--- config.mk ---
export PLATFORM = sky130hd
export DESIGN_NAME = channel_arbiter_fsm_flat
export DESIGN_NICKNAME = d
export VERILOG_FILES = /design/src/rtl/channel_arbiter_fsm_if.sv /design/src/rtl/channel_arbiter_fsm.sv /design/src/flat_wrapper.sv
export SDC_FILE = /design/constraint.sdc
export NUM_CORES = 1
export LEC_CHECK = 0
export CELL_PAD_IN_SITES_DETAIL_PLACEMENT = 1
export CELL_PAD_IN_SITES_GLOBAL_PLACEMENT = 2
export CORE_ASPECT_RATIO = 0.75
export CORE_MARGIN = 4
export CORE_UTILIZATION = 32
export DETAILED_ROUTE_END_ITERATION = 8
export HOLD_SLACK_MARGIN = 0.05
export PLACE_DENSITY = 0.83
export SYNTH_ARGS = -nofsm -noshare
export SYNTH_HDL_FRONTEND = slang
export SYNTH_SLANG_ARGS = --single-unit
--- constraint.sdc ---
create_clock -name clk_i -period 4.4 [get_ports clk_i]
set_input_delay 0.66 -clock clk_i [delete_from_list [all_inputs] [get_ports clk_i]]
set_output_delay 0.66 -clock clk_i [all_outputs]
set_load 0.02 [all_outputs]
--- src/rtl/channel_arbiter_fsm_if.sv ---
// rtl/channel_arbiter_fsm_if.sv - request/grant bundle between channel sources and the arbiter
interface channel_arbiter_fsm_if #(
    parameter int N_CH   = 16,
    parameter int HOLD_W = 8
);
    localparam int IDX_W = $clog2(N_CH);

    logic              en_i;
    logic              mode_i;
    logic [N_CH-1:0]   req_i;
    logic              done_i;
    logic [HOLD_W-1:0] max_hold_i;
    logic [N_CH-1:0]   gnt_o;
    logic [IDX_W-1:0]  gnt_idx_o;
    logic              gnt_vld_o;
    logic              timeout_o;

    modport slave (
        input  en_i, mode_i, req_i, done_i, max_hold_i,
        output gnt_o, gnt_idx_o, gnt_vld_o, timeout_o
    );

    modport master (
        output en_i, mode_i, req_i, done_i, max_hold_i,
        input  gnt_o, gnt_idx_o, gnt_vld_o, timeout_o
    );
endinterface

--- src/rtl/channel_arbiter_fsm.sv ---
// rtl/channel_arbiter_fsm.sv - held, time-bounded fixed-priority / round-robin channel arbiter
module channel_arbiter_fsm #(
    parameter int N_CH   = 16,
    parameter int HOLD_W = 8
) (
    input logic                  clk_i,
    input logic                  rst_i,
    channel_arbiter_fsm_if.slave bus
);
    localparam int IDX_W = $clog2(N_CH);

    typedef enum logic [1:0] {
        IDLE    = 2'd0,
        GRANT   = 2'd1,
        RELEASE = 2'd2
    } state_e;

    state_e            state_q;
    logic [N_CH-1:0]   gnt_q;
    logic [IDX_W-1:0]  gnt_idx_q;
    logic [IDX_W-1:0]  rr_ptr_q;
    logic              gnt_vld_q;
    logic              timeout_q;
    logic [HOLD_W-1:0] hold_q;

    logic              win_vld_d;
    logic [IDX_W-1:0]  win_idx_d;
    logic [N_CH-1:0]   win_gnt_d;

    // Fixed priority is round-robin with the search base pinned at 0; scanning
    // downward lets the closest hit above the base overwrite farther ones.
    always_comb begin
        int               base;
        int               c;
        logic [IDX_W-1:0] c_idx;
        win_vld_d = 1'b0;
        win_idx_d = '0;
        c         = 0;
        c_idx     = '0;
        base      = bus.mode_i ? int'(rr_ptr_q) : 0;
        for (int k = N_CH - 1; k >= 0; k--) begin
            c = base + k;
            if (c >= N_CH) begin
                c = c - N_CH;
            end
            c_idx = IDX_W'(c);
            if (bus.req_i[c_idx]) begin
                win_vld_d = 1'b1;
                win_idx_d = c_idx;
            end
        end
    end

    assign win_gnt_d = {{(N_CH - 1){1'b0}}, 1'b1} << win_idx_d;

    always_ff @(posedge clk_i or posedge rst_i) begin
        if (rst_i) begin
            state_q   <= IDLE;
            gnt_q     <= '0;
            gnt_idx_q <= '0;
            rr_ptr_q  <= '0;
            gnt_vld_q <= 1'b0;
            timeout_q <= 1'b0;
            hold_q    <= '0;
        end else begin
            case (state_q)
                IDLE: begin
                    timeout_q <= 1'b0;
                    if (bus.en_i && win_vld_d) begin
                        gnt_q     <= win_gnt_d;
                        gnt_idx_q <= win_idx_d;
                        gnt_vld_q <= 1'b1;
                        hold_q    <= HOLD_W'(1);
                        state_q   <= GRANT;
                    end
                end
                GRANT: begin
                    if (bus.done_i || !bus.req_i[gnt_idx_q]) begin
                        gnt_q     <= '0;
                        gnt_vld_q <= 1'b0;
                        state_q   <= RELEASE;
                    end else if (bus.max_hold_i != '0 && hold_q == bus.max_hold_i) begin
                        gnt_q     <= '0;
                        gnt_vld_q <= 1'b0;
                        timeout_q <= 1'b1;
                        state_q   <= RELEASE;
                    end else if (hold_q != '1) begin
                        hold_q <= hold_q + 1'b1;
                    end
                end
                RELEASE: begin
                    timeout_q <= 1'b0;
                    // Wrap at N_CH, not at the index width, for non-power-of-two counts.
                    rr_ptr_q  <= (gnt_idx_q == IDX_W'(N_CH - 1)) ? '0 : gnt_idx_q + 1'b1;
                    state_q   <= IDLE;
                end
                default: begin
                    state_q <= IDLE;
                end
            endcase
        end
    end

    assign bus.gnt_o     = gnt_q;
    assign bus.gnt_idx_o = gnt_idx_q;
    assign bus.gnt_vld_o = gnt_vld_q;
    assign bus.timeout_o = timeout_q;
endmodule

--- src/flat_wrapper.sv ---
// flat-port wrapper written by rule: the top's interface ports become plain ports
module channel_arbiter_fsm_flat 
#(
    parameter int N_CH   = 16,
    parameter int HOLD_W = 8
)
  (clk_i, rst_i, bus_en_i, bus_mode_i, bus_req_i, bus_done_i, bus_max_hold_i, bus_gnt_o, bus_gnt_idx_o, bus_gnt_vld_o, bus_timeout_o);
  channel_arbiter_fsm_if #(.N_CH(N_CH), .HOLD_W(HOLD_W)) bus_i ();
  input logic clk_i;
  input logic rst_i;
  input wire logic [$bits(bus_i.en_i)-1:0] bus_en_i;
  input wire logic [$bits(bus_i.mode_i)-1:0] bus_mode_i;
  input wire logic [$bits(bus_i.req_i)-1:0] bus_req_i;
  input wire logic [$bits(bus_i.done_i)-1:0] bus_done_i;
  input wire logic [$bits(bus_i.max_hold_i)-1:0] bus_max_hold_i;
  output wire logic [$bits(bus_i.gnt_o)-1:0] bus_gnt_o;
  output wire logic [$bits(bus_i.gnt_idx_o)-1:0] bus_gnt_idx_o;
  output wire logic [$bits(bus_i.gnt_vld_o)-1:0] bus_gnt_vld_o;
  output wire logic [$bits(bus_i.timeout_o)-1:0] bus_timeout_o;
  assign bus_i.en_i = bus_en_i;
  assign bus_i.mode_i = bus_mode_i;
  assign bus_i.req_i = bus_req_i;
  assign bus_i.done_i = bus_done_i;
  assign bus_i.max_hold_i = bus_max_hold_i;
  assign bus_gnt_o = bus_i.gnt_o;
  assign bus_gnt_idx_o = bus_i.gnt_idx_o;
  assign bus_gnt_vld_o = bus_i.gnt_vld_o;
  assign bus_timeout_o = bus_i.timeout_o;
  channel_arbiter_fsm #(.N_CH(N_CH), .HOLD_W(HOLD_W)) u_core (.clk_i(clk_i), .rst_i(rst_i), .bus(bus_i));
endmodule
After elaboration in Yosys (flattened, before gate mapping). Index checks and enable logic that the tools add are counted.

Bits in registers: 36. Bits of input ports: 29. Output and inout port bits: 22. Word-level logic and storage cells: 203.

$add $sub $neg: 33. $lt $le $gt $ge: 33. Eq/ne operators: 11. Shift operators: 1. Multiplexer cells: 104. Reduce and logical (&&, ||, !) cells: 14.

Operators with widths (count): $ge A32 B6 Y1 const B (16); $mux W4 (34); $lt A4 B5 Y1 const B (17); $bmux W1 S4 (17); $sub A4 B1 Y4 const B (16); $mux W16 (3); $add A4 B4 Y5 const B (8); $mux W1 (38); $mux W8 (4); $pmux W16 S2 (1); $add A4 B3 Y5 const B (4); $pmux W8 S2 (1); $shl A1 B4 Y16 const A (1); $add A4 B2 Y5 const B (2); $add A8 B1 Y8 const B (1); $eq A8 B8 Y1 (1); $ne A8 B8 Y1 const B (1); $reduce_bool A8 Y1 (1); $mux W2 (3); $ne A2 B1 Y1 const B (3); $reduce_and A3 Y1 (2); $add A4 B1 Y5 const B (1); $reduce_and A5 Y1 (1); $add A4 B1 Y4 const B (1); 14 further kinds (19).

Longest topological paths before layout.
Depth in word-level cells: 25. Mapped depth: 21. Gate-level depth less buffers: 13.

Least setup slack after synthesis. Ideal clock, no wire load.

Path type: input to register. Start point: in bus_mode_i. End point: reg u_core.gnt_q[12] (netlist: u_core.bus.gnt_o[12]). Library setup time: 0.096 ns. Arrival: 4.748 ns. Data required time: 4.304 ns. Setup slack: -0.444 ns. Stages on the path: 18. Buffers on the path: 5. Cell sequence: buf_4 and2_1 buf_6 inv_4 buf_6 buf_2 ha_1 buf_2 xor2_1 mux4_2 and2_1 nor3_1 nor2_1 or4_4 o2111a_1 a211o_1 or4_4 o31ai_1.

Longest elaborated chain between the ends: 25. Elaborated cells on any way between the ends: 134. Classes of those cells: add/sub (31); order compare (16); eq/ne (1); shift (1); mux (83); reduce/logical (2).

Ends and longest elaborated chain: from (decl) (RTL line flat_wrapper.sv:12) `input wire logic [$bits(bus_i.mode_i)-1:0] bus_mode_i;`; $mux W4 * (RTL line channel_arbiter_fsm.sv:40) `base = bus.mode_i ? int'(rr_ptr_q) : 0;`; $add A4 B4 Y5 (RTL line channel_arbiter_fsm.sv:42) `c = base + k;`; $ge A32 B6 Y1 / $sub A4 B1 Y4 (equally long branches) (RTL line channel_arbiter_fsm.sv:43, channel_arbiter_fsm.sv:44); $mux W4 (RTL line channel_arbiter_fsm.sv:43) `if (c >= N_CH) begin`; $bmux W1 S4 (RTL line channel_arbiter_fsm.sv:47) `if (bus.req_i[c_idx]) begin`; $mux W1 (implied by the code) (RTL line channel_arbiter_fsm.sv:47); $mux W4 / $mux W1 (equally long branches) (16 in series) (RTL line channel_arbiter_fsm.sv:47); $shl A1 B4 Y16 / $logic_and A1 B1 Y1 (equally long branches) (RTL line channel_arbiter_fsm.sv:54, channel_arbiter_fsm.sv:69); $mux W16 / $ne A2 B1 Y1 (equally long branches); $pmux W16 S2 / $reduce_and A3 Y1 (equally long branches); to (signal assigned) (RTL line channel_arbiter_fsm.sv:70) `gnt_q <= win_gnt_d;`; to (decl) (RTL line channel_arbiter_fsm.sv:19) `logic [N_CH-1:0] gnt_q;`.

Every way passes the cells marked *; elsewhere a longest branch is shown, timed or not. The select of a mux whose other input is x is not followed. A chain may end at the register's enable or synchronous reset.

Worst setup path in the final report.
Start point: in bus_mode_i. End point: reg u_core.gnt_q[8] (netlist: u_core.bus.gnt_o[8]).

Same word-level chain as after synthesis.

==> summary.md <==
| Metric | Value |
|---|---|
| TritonCTS clock tree | yes |
| Top-count cell post-synth | nand2_1 |
| Num CTS Buffers | 5 |
| Area after DPL | approximately 5800 µm² |
| Clock network power share | 0.070 |
| Die width | 144 µm |
| CP Max Fanout | 8 |
| Synth top area cells | dfrtp_1, mux4_2, mux2i_1 |
| Slew HR | 0.482 |
| Initial antenna violation count | 0 |
| Post-synth top area cell | dfrtp_1 |
| Distinct cells, synth | 71 |
| Post-synth EDFFs | 0 |
| Synth Cell Area | ~4400 µm² |
| Final number of setup-violating endpoints | 0 |
| Switching Fraction | 0.513 |
| DR WL/cell | 23.5 µm |
| Fin nets | roughly 670 |
| Final RePlAce weighted congestion | ~0.95 |
| Maxcap violations | 0 |
| GRT overflow | 0 |
| Max-slew violations | 0 |
| Synth Area in Compound Gates | 0.306 |
| Min Tclk post-route | 4.22 ns |
| Worst R2R End | u_core.bus.gnt_o[8] |
| Actual slew at the worst max-slew pin | 0.775 ns |
| WP data required | roughly 4.6 ns |
| Final std cell area, no fill | approximately 6000 µm² |
| Seq pwr share | 0.121 |
| Pwr dens | about 850 nW/µm² |
| Port buffer count | 50 |
| RSZ-0062 raised after global routing | false |
| Row count | 36 |
| Die Ht | ~110 µm |
| Layout cells sized above 1 | 0.262 |
| Most frequent cells after synthesis | nand2_1, dfrtp_1, a21oi_1 |
| Clk pin slew, worst setup/hold paths | 0.06 ns |
| Vias in the first global route | between 5000 and 6000 |
| Min-delay src | u_core.bus.gnt_vld_o |
| Worst Skew | ~0.0072 ns |
| Core area | 13200 µm² |
| Psw | ~2.6 mW |
| Reg2Reg Depth | 14 |
| Synth warn | 0 |
| Outcome | completed |
| Hold path cells | 2 |
| XOR/XNOR Fraction of Synth Area | 0.0415 |
| Asr flop ratio synth | 1.00 |
| Post-route DRC violation count | 0 |
| HPWL after detailed placement | roughly 15000 µm |
| Hold endpoint | u_core.bus.gnt_vld_o |
| Largest family of logic cells by synthesized area | compound AO/OA/AOI/OAI gates |
| Pint | about 2.5 mW |
| Via-per-instance ratio | roughly 6.2 |
| Maximum clock insertion buffer count | 2 |
| Post-synth top flop | dfrtp_1 |
| Initial drt markers | about 490 |
| Adder-Cell Fraction of Synth Area | 0.00848 |
| Pleak | 2.43 nW |
| FMAX | 237 MHz |
| Worst r2r src | u_core.rr_ptr_q[1] |
| Total wire length | 19100 µm |
| Final core occ | 0.455 |
| Syn nets | roughly 560 |
| Maximum vdd drop | around 0.00034 V |
| Clock latency on the worst-skew pair | between 0.2 and 0.3 ns |
| R2R Setup Slk | 0.21 ns |
| # clock sinks | 36 |
| Post-synthesis simple-gate area fraction | 0.190 |
| Hold Path Class | flip-flop to flip-flop |
| #FFs+latches synth | 36 |
| Crit path kind | input pin to flip-flop |
| Seq/Total Area, Yosys | 0.203 |
| Ports | between 50 and 60 |
| Total iterations of the first detailed-routing run | 7 |
| Yosys top cell area share | 0.203 |
| Die area | approximately 16000 µm² |
| Crit end category | flip-flop |
| Pin count of the biggest net entering global routing | 37 |
| CP arrival | roughly 4.4 ns |
| Syn Inst Count | about 520 |
| Post-Syn Area per Cell | 8.47 µm² |
| Initial Utilization | 0.334 |
| Hold_ws | around 0.48 ns |
| Number of nets with antenna violations after routing | 0 |
| CTS root buffer | clkbuf_16 |
| Final Hold Viols | 0 |
| Post-synthesis mux area share | 0.196 |
| Global-route wire length before repair | between 20000 and 30000 µm |
| Combinational share of power | 0.809 |
| Total number of vias | 5070 |
| Final period util | 0.958 |
| Diode count | 0 |
| Worst setup SP type | input pin |
| Area growth syn-to-layout | 36.0% |
| Htree depth | 2 |
| GRT Total Usage | 0.241 |
==> what timing repair did <==
action                                  4_1_cts  5_1_grt
endpoints found under the setup margin       25       28
endpoints found under the hold margin         0        0
setup buffers                                 0        4
hold buffers                                  0        0
pin swaps                                     1        3
resized for setup                             6       12
==> routing by layer <==
| layer | GRT usage | part of all wire | routed length [µm] | up-vias |
|---|---|---|---|---|
| met3 | 0.0561 | 0.082 | 1570 | 27 |
| met4 | 0.0457 | 0.012 | 222 | 0 |
| li1 | - | - | - | 2280 |
| met1 | 0.338 | 0.45 | 8570 | 2554 |
| met2 | 0.380 | 0.46 | 8700 | 209 |
| met5 | 0 | 0 | 0 | - |
==> power groups by stage <==
stage / sequential (mW) / combinational [mW] / clock (mW)
after global routing: 0.644 / 4.41 / 0.382
final: 0.621 / 4.14 / 0.357
after global placement: 0.619 / 3.84 / 0
after CTS: 0.621 / 3.99 / 0.364
after detailed placement: 0.625 / 3.95 / 0
after floorplan: 0.596 / 2.35 / 0
==> critical path: stages <==
cell and delay, ns:
dlymetal6s2s_1 0.18, and2_1 0.21, clkinv_2 0.10, ha_4 0.22
clkbuf_4 0.19, nand3b_1 0.32, a221oi_2 0.34, a211oi_1 0.11
nor2_1 0.23, o21ai_2 0.10, or4_4 0.50, o2111a_1 0.26
a211o_1 0.28, or4_4 0.46, o31ai_1 0.24
==> final cells by class <==
cell class	count	area, µm²
multi-input cells	437	3420
clock inverters	3	18.8
flip-flops and latches	36	901
fillers	1579	7220
repair buffers	147	1280
well taps	171	214
inverters	14	56.3
clock buffers	5	125
==> placed cells by master (no fill, tap or decap), drive strengths merged, types with 13 or more instances in the layout <==
master / count
nand3: 19
nor3: 14
nand2: 45
dfrtp: 36
mux4: 16
inv: 13
and2: 13
clkdlybuf4s50: 49
a21oi: 34
buf: 96
nor2: 27
o21ai: 27
mux2i: 34
a221oi: 13
==> flip-flops by register name, indices dropped and copies added, names as in the netlist <==
name / count
u_core.hold_q: 8
u_core.state_q: 2
u_core.bus.timeout_o: 1
u_core.bus.gnt_idx_o: 4
u_core.rr_ptr_q: 4
u_core.bus.gnt_o: 16
u_core.bus.gnt_vld_o: 1
==> through the flow <==
step	TNS, ns	power, mW	setup slack (ns)	cells
after floorplan	-0.416	2.95	-0.129	523
after global placement	-7.52	4.46	-0.290	801
after detailed placement	-9.89	4.58	-0.444	801
after CTS	0	4.97	0.00344	809
after global routing	0	5.44	0.00506	813
final	0	5.12	0.184	813
==> worst max path at each step <==
| stage | endpoint | cells past startpoint | from | slack (ns) |
|---|---|---|---|---|
| floorplan | u_core.bus.gnt_o[8] | 19 | bus_mode_i | -0.13 |
| global placement | u_core.bus.gnt_o[15] | 14 | bus_mode_i | -0.29 |
| finish | u_core.bus.gnt_o[8] | 15 | bus_mode_i | 0.18 |
| CTS | u_core.bus.gnt_o[12] | 12 | bus_mode_i | 0.003 |
| global route | u_core.bus.gnt_o[8] | 15 | bus_mode_i | 0.005 |
| detailed placement | u_core.bus.gnt_o[13] | 16 | bus_mode_i | -0.44 |
==> kinds of logic (layout without fill, tap and decap cells) <==
logic type	Yosys count	in the layout
and+or+nand+nor	164	164
muxes	61	61
AOI/OAI and AO/OA	188	188
xor gates and xnor gates	21	21
adders and majority gates	3	3
DFF	36	36
buffers and inverters	50	169
No activity file was read; power rests on OpenSTA's default activity.
